<file path="src/rtl/mau_normalizer.sv">
// ---------------------------------------------------------------------------
// mau_normalizer
//
// Post-add normalisation stage of the Matrix Acceleration Unit. It sits
// directly after the MAU adder. The adder's raw result is a carry-inclusive
// mantissa, an exponent and a sign. This stage turns it into a normalised
// MAU float: an explicit leading one at bit MANT_W-1, a biased exponent, and
// the sign.
//
// The stage normalises iteratively and shifts left by one bit per cycle.
// A start/busy/done handshake sequences each operation. Exponent overflow
// saturates the result, and exponent underflow flushes the result to zero.
//
// Ports:
//   clk           rising-edge clock
//   reset         asynchronous, active-low reset (0 = in reset)
//   start         request; raw_* is sampled only while idle
//   raw_mantissa  adder mantissa, MANT_W+1 bits, top bit is the carry out
//   raw_exponent  adder exponent, EXP_W bits, unsigned biased
//   raw_sign      adder sign
//   c_mantissa    normalised mantissa (loads on entry to DONE)
//   c_exponent    normalised exponent (loads on entry to DONE)
//   c_sign        result sign (0 for zero and flushed results)
//   busy          high from the sampling edge until DONE is left
//   done          one-cycle pulse, result valid
//   overflow      exponent saturated for the current result
//   underflow     result flushed to zero for the current result
// ---------------------------------------------------------------------------
module mau_normalizer #(
   parameter int MANT_W = 18,
   parameter int EXP_W  = 5
) (
   input  logic              clk,
   input  logic              reset,
   input  logic              start,
   input  logic [MANT_W:0]   raw_mantissa,
   input  logic [EXP_W-1:0]  raw_exponent,
   input  logic              raw_sign,
   output logic [MANT_W-1:0] c_mantissa,
   output logic [EXP_W-1:0]  c_exponent,
   output logic              c_sign,
   output logic              busy,
   output logic              done,
   output logic              overflow,
   output logic              underflow
);

   typedef enum logic [1:0] {
      ST_IDLE  = 2'd0,
      ST_CHECK = 2'd1,
      ST_SHIFT = 2'd2,
      ST_DONE  = 2'd3
   } state_t;

   localparam logic [EXP_W-1:0]  EXP_MAX  = '1;
   localparam logic [EXP_W-1:0]  EXP_ZERO = '0;
   localparam logic [EXP_W-1:0]  EXP_ONE  = EXP_W'(1);
   localparam logic [MANT_W-1:0] MANT_SAT = '1;

   state_t state_q, state_d;

   // Working copy of the operand while it is being normalised.
   logic [MANT_W:0]   work_mant_q, work_mant_d;
   logic [EXP_W-1:0]  work_exp_q,  work_exp_d;
   logic              work_sign_q, work_sign_d;

   // Registered result and flags. They are visible on the ports.
   logic [MANT_W-1:0] c_mant_q, c_mant_d;
   logic [EXP_W-1:0]  c_exp_q,  c_exp_d;
   logic              c_sign_q, c_sign_d;
   logic              ovf_q,    ovf_d;
   logic              unf_q,    unf_d;

   // Decodes of the working operand. CHECK and SHIFT both use them.
   logic mant_is_zero;
   logic carry_set;
   logic lead_set;
   logic exp_is_zero;
   logic exp_is_max;

   always_comb begin
      mant_is_zero = (work_mant_q == '0);
      carry_set    = work_mant_q[MANT_W];
      lead_set     = work_mant_q[MANT_W-1];
      exp_is_zero  = (work_exp_q == EXP_ZERO);
      exp_is_max   = (work_exp_q == EXP_MAX);
   end

   // State register plus all datapath flops. Reset clears everything. A
   // reset during CHECK or SHIFT therefore drops the operation silently.
   always_ff @(posedge clk or negedge reset) begin
      if (!reset) begin
         state_q     <= ST_IDLE;
         work_mant_q <= '0;
         work_exp_q  <= '0;
         work_sign_q <= 1'b0;
         c_mant_q    <= '0;
         c_exp_q     <= '0;
         c_sign_q    <= 1'b0;
         ovf_q       <= 1'b0;
         unf_q       <= 1'b0;
      end else begin
         state_q     <= state_d;
         work_mant_q <= work_mant_d;
         work_exp_q  <= work_exp_d;
         work_sign_q <= work_sign_d;
         c_mant_q    <= c_mant_d;
         c_exp_q     <= c_exp_d;
         c_sign_q    <= c_sign_d;
         ovf_q       <= ovf_d;
         unf_q       <= unf_d;
      end
   end

   // Next-state and datapath logic.
   //
   // The result registers change only on the edge that enters DONE. They
   // therefore hold the previous result through the next operation.
   //
   // Rule order in CHECK matters:
   //   1. A zero mantissa is tested first, so zero never shifts.
   //   2. The carry bit is tested before the leading one.
   //   3. An already-normalised operand is accepted even at exponent 0.
   //
   // SHIFT can never see a carry. A shift happens only with the leading bit
   // clear, so the carry bit stays clear. A non-zero operand reaches the
   // leading position within MANT_W-1 shifts, so no shift counter is needed.
   always_comb begin
      state_d     = state_q;
      work_mant_d = work_mant_q;
      work_exp_d  = work_exp_q;
      work_sign_d = work_sign_q;
      c_mant_d    = c_mant_q;
      c_exp_d     = c_exp_q;
      c_sign_d    = c_sign_q;
      ovf_d       = ovf_q;
      unf_d       = unf_q;

      case (state_q)
         ST_IDLE: begin
            if (start) begin
               work_mant_d = raw_mantissa;
               work_exp_d  = raw_exponent;
               work_sign_d = raw_sign;
               ovf_d       = 1'b0;
               unf_d       = 1'b0;
               state_d     = ST_CHECK;
            end
         end

         ST_CHECK: begin
            if (mant_is_zero) begin
               c_mant_d = '0;
               c_exp_d  = EXP_ZERO;
               c_sign_d = 1'b0;
               state_d  = ST_DONE;
            end else if (carry_set && exp_is_max) begin
               c_mant_d = MANT_SAT;
               c_exp_d  = EXP_MAX;
               c_sign_d = work_sign_q;
               ovf_d    = 1'b1;
               state_d  = ST_DONE;
            end else if (carry_set) begin
               // Renormalise the carry: drop the LSB and bump the exponent.
               c_mant_d = work_mant_q[MANT_W:1];
               c_exp_d  = work_exp_q + EXP_ONE;
               c_sign_d = work_sign_q;
               state_d  = ST_DONE;
            end else if (lead_set) begin
               c_mant_d = work_mant_q[MANT_W-1:0];
               c_exp_d  = work_exp_q;
               c_sign_d = work_sign_q;
               state_d  = ST_DONE;
            end else if (exp_is_zero) begin
               c_mant_d = '0;
               c_exp_d  = EXP_ZERO;
               c_sign_d = 1'b0;
               unf_d    = 1'b1;
               state_d  = ST_DONE;
            end else begin
               work_mant_d = {work_mant_q[MANT_W-1:0], 1'b0};
               work_exp_d  = work_exp_q - EXP_ONE;
               state_d     = ST_SHIFT;
            end
         end

         ST_SHIFT: begin
            if (lead_set) begin
               c_mant_d = work_mant_q[MANT_W-1:0];
               c_exp_d  = work_exp_q;
               c_sign_d = work_sign_q;
               state_d  = ST_DONE;
            end else if (exp_is_zero) begin
               c_mant_d = '0;
               c_exp_d  = EXP_ZERO;
               c_sign_d = 1'b0;
               unf_d    = 1'b1;
               state_d  = ST_DONE;
            end else begin
               work_mant_d = {work_mant_q[MANT_W-1:0], 1'b0};
               work_exp_d  = work_exp_q - EXP_ONE;
            end
         end

         ST_DONE: begin
            state_d = ST_IDLE;
         end

         default: begin
            state_d = ST_IDLE;
         end
      endcase
   end

   // Handshake outputs decode directly from the state register.
   always_comb begin
      busy = (state_q != ST_IDLE);
      done = (state_q == ST_DONE);
   end

   always_comb begin
      c_mantissa = c_mant_q;
      c_exponent = c_exp_q;
      c_sign     = c_sign_q;
      overflow   = ovf_q;
      underflow  = unf_q;
   end

endmodule

</file>
<file path="config.mk">
export PLATFORM = sky130hd
export DESIGN_NAME = mau_normalizer
export DESIGN_NICKNAME = d
export VERILOG_FILES = /design/src/rtl/mau_normalizer.sv
export SDC_FILE = /design/constraint.sdc
export NUM_CORES = 1
export LEC_CHECK = 0
export ABC_AREA = 1
export BUFFER_PORTS_ARGS = -buffer_cell sky130_fd_sc_hd__buf_2
export CORE_MARGIN = 2
export CORE_UTILIZATION = 50
export DETAILED_ROUTE_END_ITERATION = 6
export PLACE_DENSITY = 0.82
export SLEW_MARGIN = 20
export SYNTH_ARGS = -nofsm -noshare
export SYNTH_HDL_FRONTEND = slang
export SYNTH_SLANG_ARGS = --single-unit
</file>
<file path="constraint.sdc">
create_clock -name clk -period 5.2 [get_ports clk]
set_input_delay 0.26 -clock clk [delete_from_list [all_inputs] [get_ports clk]]
set_output_delay 0.26 -clock clk [all_outputs]
set_load 0.01 [all_outputs]
</file>
==> run_results.csv, run 1 <==
group,metric,value,unit
cells_and_area,final_core_util,55.8,%
cells_and_area,regArea,1330,µm²
clock_network,cts_buffer_depth,2,
global_routing,grt_max_degree,54,
sta,slew_headroom,37.2,%
sta,rsz0062_at_grt,"no",
sta,fmax,353,MHz
worst_hold_path,hp-class,"in -> async",
sta,fin_crit_sh,54.4,%
logic_synthesis,mappedNetlistArea,3690,µm²
sta,setup-tns-final,0,ns
placement,port_buffers,55,
clock_network,numCtsBuffers,5,
route,routedWlPerCell,13.8,µm
flow_run,drv_cap,0,
critical_path,crit_type,"reg -> reg",
floorplan,coreArea,7210,µm²
logic_synthesis,avgSynthCellArea,6.51,µm²
floorplan,die-area,8070,µm²
logic_synthesis,synth_cell_types,33,
global_routing,grt_pass1_wl,16500,µm
route,final_antenna_net_count,0,
logic_synthesis,postSynthCellCount,566,
floorplan,die_h,89.9,µm
logic_synthesis,yosysWarnings,0,
logic_synthesis,ys_ff_latch,53,
clock_network,cts_tree,"built",
sta,finalWorstSetupSlack,2.37,ns
placement,pre_cts_slack,2.43,ns
cells_and_area,stdcell_count,700,
pwr,ir_drop,0.375,mV
route,drt_iter0_markers,304,
clock_network,clk_latency,0.32,ns
critical_path,critPathCaptureType,"flip-flop",
placement,place.gp.congestion,0.881,
cells_and_area,syn_to_final_growth,9.27,%
cells_and_area,fill_cells,714,
logic_synthesis,synth.largest_area_cell,"dfrtp_1",
sta,drv_slew,0,
placement,dpl.cell_count,692,
clock_network,htreeDepth,2,
sta,whs,0.0562,ns
pwr,power_density,779,nW/µm²
logic_synthesis,synth_top_area_share,36.0,%
sta,clock_skew,0.00847,ns
global_routing,grt_overflow,0,
route,wirelength,9690,µm
cells_and_area,diodes,0,
cells_and_area,nets,636,
outcome,status,"complete, no violations",
clock_network,post_cts_resize_count,0,
cells_and_area,multi_input_area,2050,µm²
route,viasPerCell,5.45,
cells_and_area,finish.instance_area,4030,µm²
floorplan,initial_utilization,51.1,%
clock_network,postCtsHoldBufs,0,
critical_path,crit_fanout,20,
pwr,p_leak,2.28,nW
global_routing,grt_use_total,24.4,%
global_routing,grt_pass1_vias,3507,
logic_synthesis,ys_seq_area_share,36.0,%
global_routing,grt_antenna_before_repair,0,
clock_network,path_clk_slew,0.11,ns
logic_synthesis,yosys_most_used_dff,"dfrtp_1",
clock_network,clkSinkCount,53,
critical_path,cp_data_arrival_time,3.04,ns
critical_path,startpoint_type,"flip-flop",
sta,setup_viol,0,
pwr,p_total,3.14,mW
sta,min_period,2.83,ns
floorplan,fp-row-count,31,
logic_synthesis,ys_async_sr_fraction,100,%
clock_network,postCtsSetupRepairBufs,0,
floorplan,num_io_pins,56,
placement,dp_hpwl,6760,µm
route,post-route-drc-count,0,
clock_network,cts-root-buf,"clkbuf_8",
critical_path,worstPathRequired,5.41,ns
sta,worst_slew_pin_slew,0.942,ns
cells_and_area,drive_gt1_share,14.3,%
route,first_pass_iters,5,
logic_synthesis,synth_nets,602,
sta,finalHoldViolCount,0,
floorplan,fp.dieW,89.9,µm
logic_synthesis,synth_edf_count,0,
logic_synthesis,yosys-top-cells-area,"dfrtp_1 (36%), nand2_1 (26%), a21oi_1 (5.3%)",
placement,dpl_cell_area,3930,µm²
route,vias,3813,
[path summary, 6_finish.rpt]
check	start	endpoint	slack (ns)	cells after the start
max	work_exp_q[0]	work_mant_q[14]	2.37	10
min	reset	work_mant_q[13]	0.06	2
max reg2reg	work_exp_q[0]	work_mant_q[14]	2.37	10
min reg2reg	underflow	underflow	0.52	2
max in group asynchronous	reset	c_mantissa[11]	4.71	2
min in group clk	raw_sign	work_sign_q	0.21	3
[kinds of logic (layout without fill, tap and decap cells)]
logic type,Yosys count,count (layout),share of synthesized area (%)
simple gates,373,373,43.1
compound gates,66,66,9.61
buf+inv,65,100,8.35
fa+ha+maj,8,8,2.72
xor+xnor,1,1,0.238
flops,53,53,36.0
[where the power goes]
| part | internal (mW) | switching (mW) |
|---|---|---|
| combinational | 0.696 | 1.33 |
| clock | 0.0987 | 0.155 |
| sequential | 0.626 | 0.236 |
| total | 1.42 | 1.72 |
[cell usage in the layout (no fill, tap or decap), types with 4 or more instances in the layout]
cell type	n
clkbuf_8	5
a21oi_1	39
ha_1	8
dfrtp_1	53
or2_2	4
inv_1	28
buf_4	4
nand2_1	251
buf_2	55
nand3_1	39
nand4_1	24
nor2_1	45
o21ai_0	21
[registers in the layout, summed over array words and instances, names as in the netlist]
signal / count
c_exponent: 5
c_mantissa: 18
c_sign: 1
overflow: 1
state_q: 2
underflow: 1
work_exp_q: 5
work_mant_q: 19
work_sign_q: 1
[cells in the mapped netlist (2+ instances only)]
cell,count
a21oi_1,39
buf_2,7
buf_4,3
buf_6,4
clkbuf_1,16
dfrtp_1,53
ha_1,8
inv_1,28
inv_2,3
nand2_1,251
nand2_4,2
nand3_1,39
nand3_2,2
nand4_1,24
nor2_1,45
nor2_4,2
o21ai_0,21
or2_2,4
[cell type report]
type | count | area share [%]
multi-input combinational | 448 | 50.9
sequential | 53 | 32.9
timing repair buffer | 59 | 7.58
inverter | 33 | 3.14
tap | 99 | 3.08
clock buffer | 5 | 1.71
clock inverter | 3 | 0.621
[worst max-delay path: stages, from the launching register on]
cell and delay (ns):
dfrtp_1 0.46, ha_1 0.25, nand2_1 0.07, nor2_1 0.04, ha_1 0.36, nand3_1 0.18, nand3_1 0.12, a21oi_2 0.70
nand3_4 0.34, nand2_1 0.15, nand2_1 0.06
[metal layers]
| metal | GRT usage (%) | vias to the layer above | share of wire (%) |
|---|---|---|---|
| li1 | - | 1883 | - |
| met2 | 40.2 | 127 | 46 |
| met3 | 3.94 | 12 | 6.5 |
| met5 | 0 | - | 0 |
| met4 | 7.56 | 0 | 1.2 |
| met1 | 33.2 | 1791 | 46 |
Note: power is estimated with default switching activity, not from simulation.
==> run 2: changes to the inputs <==
Settings changed: PLACE_DENSITY 0.82 to 0.84.
Clock period 5.2 ns to 2.33 ns, I/O delays scaled along.
==> run 2 against run 1 <==
Compared with the run above:
- utilization up 1.2 points
- register-to-register slack worse by 2.2 ns
- first-iteration DRC count up 18%
- design area up 2.1%
==> run_results.csv, run 2 (synthesized netlist as in run 1, its figures left out) <==
group,metric,value,unit
global_routing,met3_usage,3.60,%
cells_and_area,drive_gt1_share,15.7,%
pwr,p_seq_share,26.7,%
cells_and_area,layout_common_cells,"nand2_1 (251), buf_2 (55), dfrtp_1 (53), nor2_1 (45)",
floorplan,fp-row-count,31,
global_routing,grt_pass1_wl,16900,µm
pwr,switching_power,3.87,mW
critical_path,crit_type,"reg -> reg",
pwr,swShare,54.4,%
clock_network,numCtsBuffers,5,
pwr,p_total,7.12,mW
floorplan,num_io_pins,56,
sta,min_period,2.16,ns
sta,slew_headroom,58.3,%
floorplan,die_h,89.9,µm
clock_network,clk_latency,0.33,ns
global_routing,grt_overflow,0,
clock_network,htreeDepth,2,
pwr,ir_drop,1.02,mV
pwr,share_comb_of_total_power,65.2,%
critical_path,crit_fanout,14,
global_routing,grt_util_met2,42.2,%
route,final_antenna_net_count,0,
clock_network,postCtsSetupRepairBufs,0,
route,vias,3909,
clock_network,cts_tree,"built",
cells_and_area,nets,647,
critical_path,startpoint_type,"flip-flop",
floorplan,initial_utilization,51.1,%
clock_network,cts_buffer_depth,2,
floorplan,die-area,8070,µm²
global_routing,grtUsageMet1,34.2,%
pwr,power_density,1730,nW/µm²
cells_and_area,final_common_cell,"nand2_1",
sta,drv_slew,0,
global_routing,top_usage_layer,"met2",
outcome,status,"complete, no violations",
placement,dp_hpwl,7070,µm
global_routing,grt_antenna_before_repair,0,
placement,place.gp.congestion,0.904,
route,routedWlPerCell,14.2,µm
clock_network,cts-root-buf,"clkbuf_8",
route,post-route-drc-count,0,
sta,fin_crit_sh,92.9,%
clock_network,path_clk_slew,0.11,ns
route,viasPerCell,5.50,
cells_and_area,diodes,0,
pwr,p_clk_share,8.1,%
route,first_pass_iters,6,
route,drt_iter0_markers,358,
clock_network,postCtsHoldBufs,1,
floorplan,fp.dieW,89.9,µm
sta,finalHoldViolCount,0,
floorplan,coreArea,7210,µm²
cells_and_area,syn_to_final_growth,11.6,%
sta,setup_viol,0,
critical_path,cp_data_arrival_time,2.39,ns
sta,clock_skew,0.00776,ns
worst_hold_path,hp-class,"in -> reg",
cells_and_area,largest_register_ffs,19,
sta,setup-tns-final,0,ns
clock_network,clkSinkCount,53,
global_routing,grt_pass1_vias,3615,
global_routing,grt_use_total,25.2,%
global_routing,grt_max_degree,30,
critical_path,critPathCaptureType,"flip-flop",
sta,worst_slew_pin_slew,0.626,ns
cells_and_area,largest_register,"work_mant_q",
route,wirelength,10100,µm
clock_network,post_cts_resize_count,0,
placement,port_buffers,55,
cells_and_area,fill_cells,725,
pwr,p_int,3.25,mW
critical_path,worstPathRequired,2.56,ns
flow_run,drv_cap,0,
pwr,p_leak,2.33,nW
sta,fmax,462,MHz
sta,rsz0062_at_grt,"no",
[run 2: metrics by stage]
stage	hold slack, ns	instances	worst slack (ns)	utilization, %	instance area [µm²]
CTS	0.0356	711	0.209	57.0	4110
finish	0.0322	711	0.165	57.0	4110
global placement	0.163	702	0.280	55.6	4010
global route	0.0808	711	0.0163	57.0	4110
detailed placement	0.169	702	0.233	55.6	4010
floorplan	-0.179	566	0.494	-	3690
[run 2: per-layer routing]
metal | share of wire, % | vias to the layer above
met1 | 44 | 1820
met5 | 0 | -
met3 | 7.7 | 10
met2 | 47 | 180
li1 | - | 1899
met4 | 1.3 | 0
[run 2: path summary, 6_finish.rpt]
kind	start	end	slack [ns]	cells after the start
setup reg to reg	work_exp_q[0]	c_mantissa[3]	0.17	12
min in group asynchronous	reset	work_mant_q[12]	0.33	2
hold reg to reg	underflow	underflow	0.53	2
hold / removal	raw_sign	work_sign_q	0.03	3
max in group asynchronous	reset	c_mantissa[0]	1.36	3
setup / recovery	work_exp_q[0]	c_mantissa[3]	0.17	12
[run 2: final cells by class]
type	count	area [µm²]	share of cell area, %
Clock buffer	5	68.8	1.67
Clock inverter	3	26.3	0.639
Inverter	33	126	3.07
Multi-Input combinational cell	448	2050	49.9
Sequential cell	53	1330	32.2
Tap cell	99	124	3.01
Timing Repair Buffer	70	390	9.49
[run 2: power groups by stage]
| stage | Clock [mW] | Sequential (mW) | Combinational, mW |
|---|---|---|---|
| after floorplan | 0 | 1.84 | 3.54 |
| after global placement | 0 | 1.87 | 4.45 |
| after detailed placement | 0 | 1.89 | 4.57 |
| after CTS | 0.576 | 1.88 | 4.61 |
| after global routing | 0.613 | 1.96 | 5.24 |
| final | 0.576 | 1.90 | 4.65 |
[run 2: critical path, cell delays in order, from the launching register on]
cell and delay, ns:
dfrtp_1 0.46, ha_1 0.26, nand2_1 0.09, nor2_1 0.05
ha_1 0.19, buf_4 0.19, inv_1 0.15, nand2_1 0.12
or2_2 0.28, nand3_1 0.08, nand2_1 0.06, nand2_1 0.08
nand2_1 0.05
==> run 3: changes to the inputs <==
Settings changed: CORE_UTILIZATION 50 to 31, PLACE_DENSITY 0.84 to 0.59.
Clock period 2.33 ns to 2.2 ns, I/O delays scaled along.
==> run 3 against run 2 <==
Compared with the run above:
- the flow now finishes with violations (DRC)
- first-iteration DRC count fell by 38%
- wire length rose by 6.7%
- die area rose by 58%
- sequential power rose by 4%
- flip-flop and latch count did not move
- via count fell by 2.6%
- utilization fell by 19 points
- count of clock-buffer cells in the layout rose by 1
- largest power group unchanged
- highest routed layer unchanged
==> run_results.csv, run 3 (synthesized netlist as in run 1, its figures left out) <==
group,metric,value,unit
global_routing,grt_pass1_vias,3691,
cells_and_area,nets,654,
cells_and_area,layout_common_cells,"nand2_1 (251), buf_2 (55), dfrtp_1 (52), nor2_1 (45)",
cells_and_area,largest_register_ffs,19,
worst_hold_path,min_from,"raw_sign",
route,wirelength,10800,µm
sta,worst_slew_pin_slew,0.669,ns
critical_path,reg2reg_to,"work_mant_q[5]",
sta,drv_slew,0,
floorplan,die-area,12800,µm²
clock_network,clkSinkCount,53,
placement,pre_cts_slack,0.177,ns
pwr,ir_drop,0.752,mV
floorplan,coreArea,11500,µm²
critical_path,cp_data_arrival_time,2.22,ns
cells_and_area,drive_gt1_share,16.8,%
route,wl_met2,4980,µm
critical_path,rrSetupSlack,0.16,ns
floorplan,fp.dieW,113,µm
sta,fin_crit_sh,92.7,%
sta,finalWorstSetupSlack,0.162,ns
floorplan,initial_utilization,32.0,%
critical_path,startpoint_type,"flip-flop",
critical_path,worstPathRequired,2.38,ns
clock_network,htreeDepth,2,
route,viasPerCell,5.00,
floorplan,num_io_pins,56,
sta,min_period,2.04,ns
worst_hold_path,whs_endpoint,"work_sign_q",
clock_network,cts-root-buf,"clkbuf_16",
outcome,violations,"DRC",
clock_network,path_clk_slew,0.07,ns
clock_network,clk_latency,0.30,ns
route,met1_length,5080,µm
worst_hold_path,whs_path_depth,3,
clock_network,cts_tree,"built",
global_routing,grt_max_degree,39,
critical_path,rr_startpoint,"work_exp_q[0]",
critical_path,reg2reg_depth,10,
global_routing,grt_use_total,17.7,%
sta,setup-tns-final,0,ns
cells_and_area,largest_register,"work_mant_q",
floorplan,die_h,113,µm
cells_and_area,finish.instance_area,4320,µm²
floorplan,fp-row-count,39,
placement,port_buffers,55,
route,vias,3808,
sta,finalHoldViolCount,0,
route,post-route-drc-count,2,
route,first_pass_iters,6,
worst_hold_path,hp-class,"in -> reg",
sta,fmax,491,MHz
route,drt_iter0_markers,222,
route,routed-wl-met3,563,µm
cells_and_area,fill_cells,1256,
outcome,status,"finished, violations left",
route,top_layer_used,"met4",
sta,slew_headroom,55.4,%
sta,setup_viol,0,
global_routing,grt_pass1_wl,18500,µm
cells_and_area,diodes,0,
cells_and_area,final_common_cell,"nand2_1",
route,final_antenna_net_count,0,
global_routing,grt_antenna_before_repair,0,
pwr,p_leak,2.39,nW
global_routing,grt_overflow,0,
placement,place.gp.congestion,0.881,
sta,rsz0062_at_grt,"no",
flow_run,drv_cap,0,
sta,clock_skew,0.00815,ns
route,routedWlPerCell,14.1,µm
critical_path,crit_fanout,17,
placement,dp_hpwl,7740,µm
critical_path,crit_type,"reg -> reg",
cells_and_area,syn_to_final_growth,17.2,%
clock_network,numCtsBuffers,5,
clock_network,cts_buffer_depth,2,
placement,dpl_cell_area,4110,µm²
cells_and_area,final_core_util,37.5,%
critical_path,critPathCaptureType,"flip-flop",
pwr,power_density,1850,nW/µm²
-- run 3: changes by cell type in the layout (fill, tap and decap cells not counted), sizes merged --
cell / before / now
inv: 33 / 31
buf: 69 / 76
clkinvlp: 2 / 3
clkbuf: 5 / 6
-- run 3: area by class of cell --
cell class / instances / area, µm² / share of cell area [%]
multi-input cells: 448 / 2060 / 47.7
flip-flops and latches: 53 / 1330 / 30.7
repair buffers: 77 / 480 / 11.1
well taps: 143 / 179 / 4.14
inverters: 33 / 130 / 3.01
clock buffers: 6 / 129 / 2.98
clock inverters: 2 / 15.0 / 0.347
-- run 3: stage by stage --
stage,hold slack (ns),cells,power (mW)
2_1_floorplan,-0.186,566,5.70
3_3_place_gp,0.184,750,6.98
3_5_place_dp,0.196,750,7.06
4_1_cts,0.0571,759,7.89
5_1_grt,0.0940,762,8.91
6_report,0.0578,762,8.00
-- run 3: worst max-delay path by stage --
stage / startpoint / end / slack (ns) / cells past startpoint
6_report: work_exp_q[0] / work_mant_q[5] / 0.16 / 10
5_1_grt: work_exp_q[0] / work_mant_q[18] / 0.001 / 11
4_1_cts: work_exp_q[0] / c_mantissa[5] / 0.16 / 13
3_5_place_dp: work_exp_q[0] / c_mantissa[3] / 0.18 / 13
3_3_place_gp: work_exp_q[0] / c_exponent[0] / 0.22 / 13
2_1_floorplan: work_exp_q[0] / work_mant_q[10] / 0.36 / 11
-- run 3: critical path, cell delays in order (launching register included) --
cell and delay [ns]:
dfrtp_2 0.45, ha_1 0.24, nand2_1 0.07, nor2_1 0.04
ha_1 0.24, nand3_1 0.12, nand3_1 0.12, a21oi_2 0.19
nand3_4 0.23, nand2_1 0.15, nand2_1 0.07
-- run 3: routing by layer --
metal / vias to the layer above / track usage, %
met5: - / 0
met4: 0 / 3.82
met3: 12 / 2.62
met2: 101 / 29.5
met1: 1775 / 24.5
li1: 1920 / -
-- run 3: power by group --
part	internal (mW)	switching, mW
clock	0.423	0.375
combinational	1.92	3.31
sequential	1.49	0.484
total	3.83	4.17
-- run 3: repair_timing --
action	4_1_cts	5_1_grt
endpoints found under the hold margin	25	0
resized for setup	0	3
setup endpoints to repair	0	16
setup buffers	0	3
hold buffers	1	0
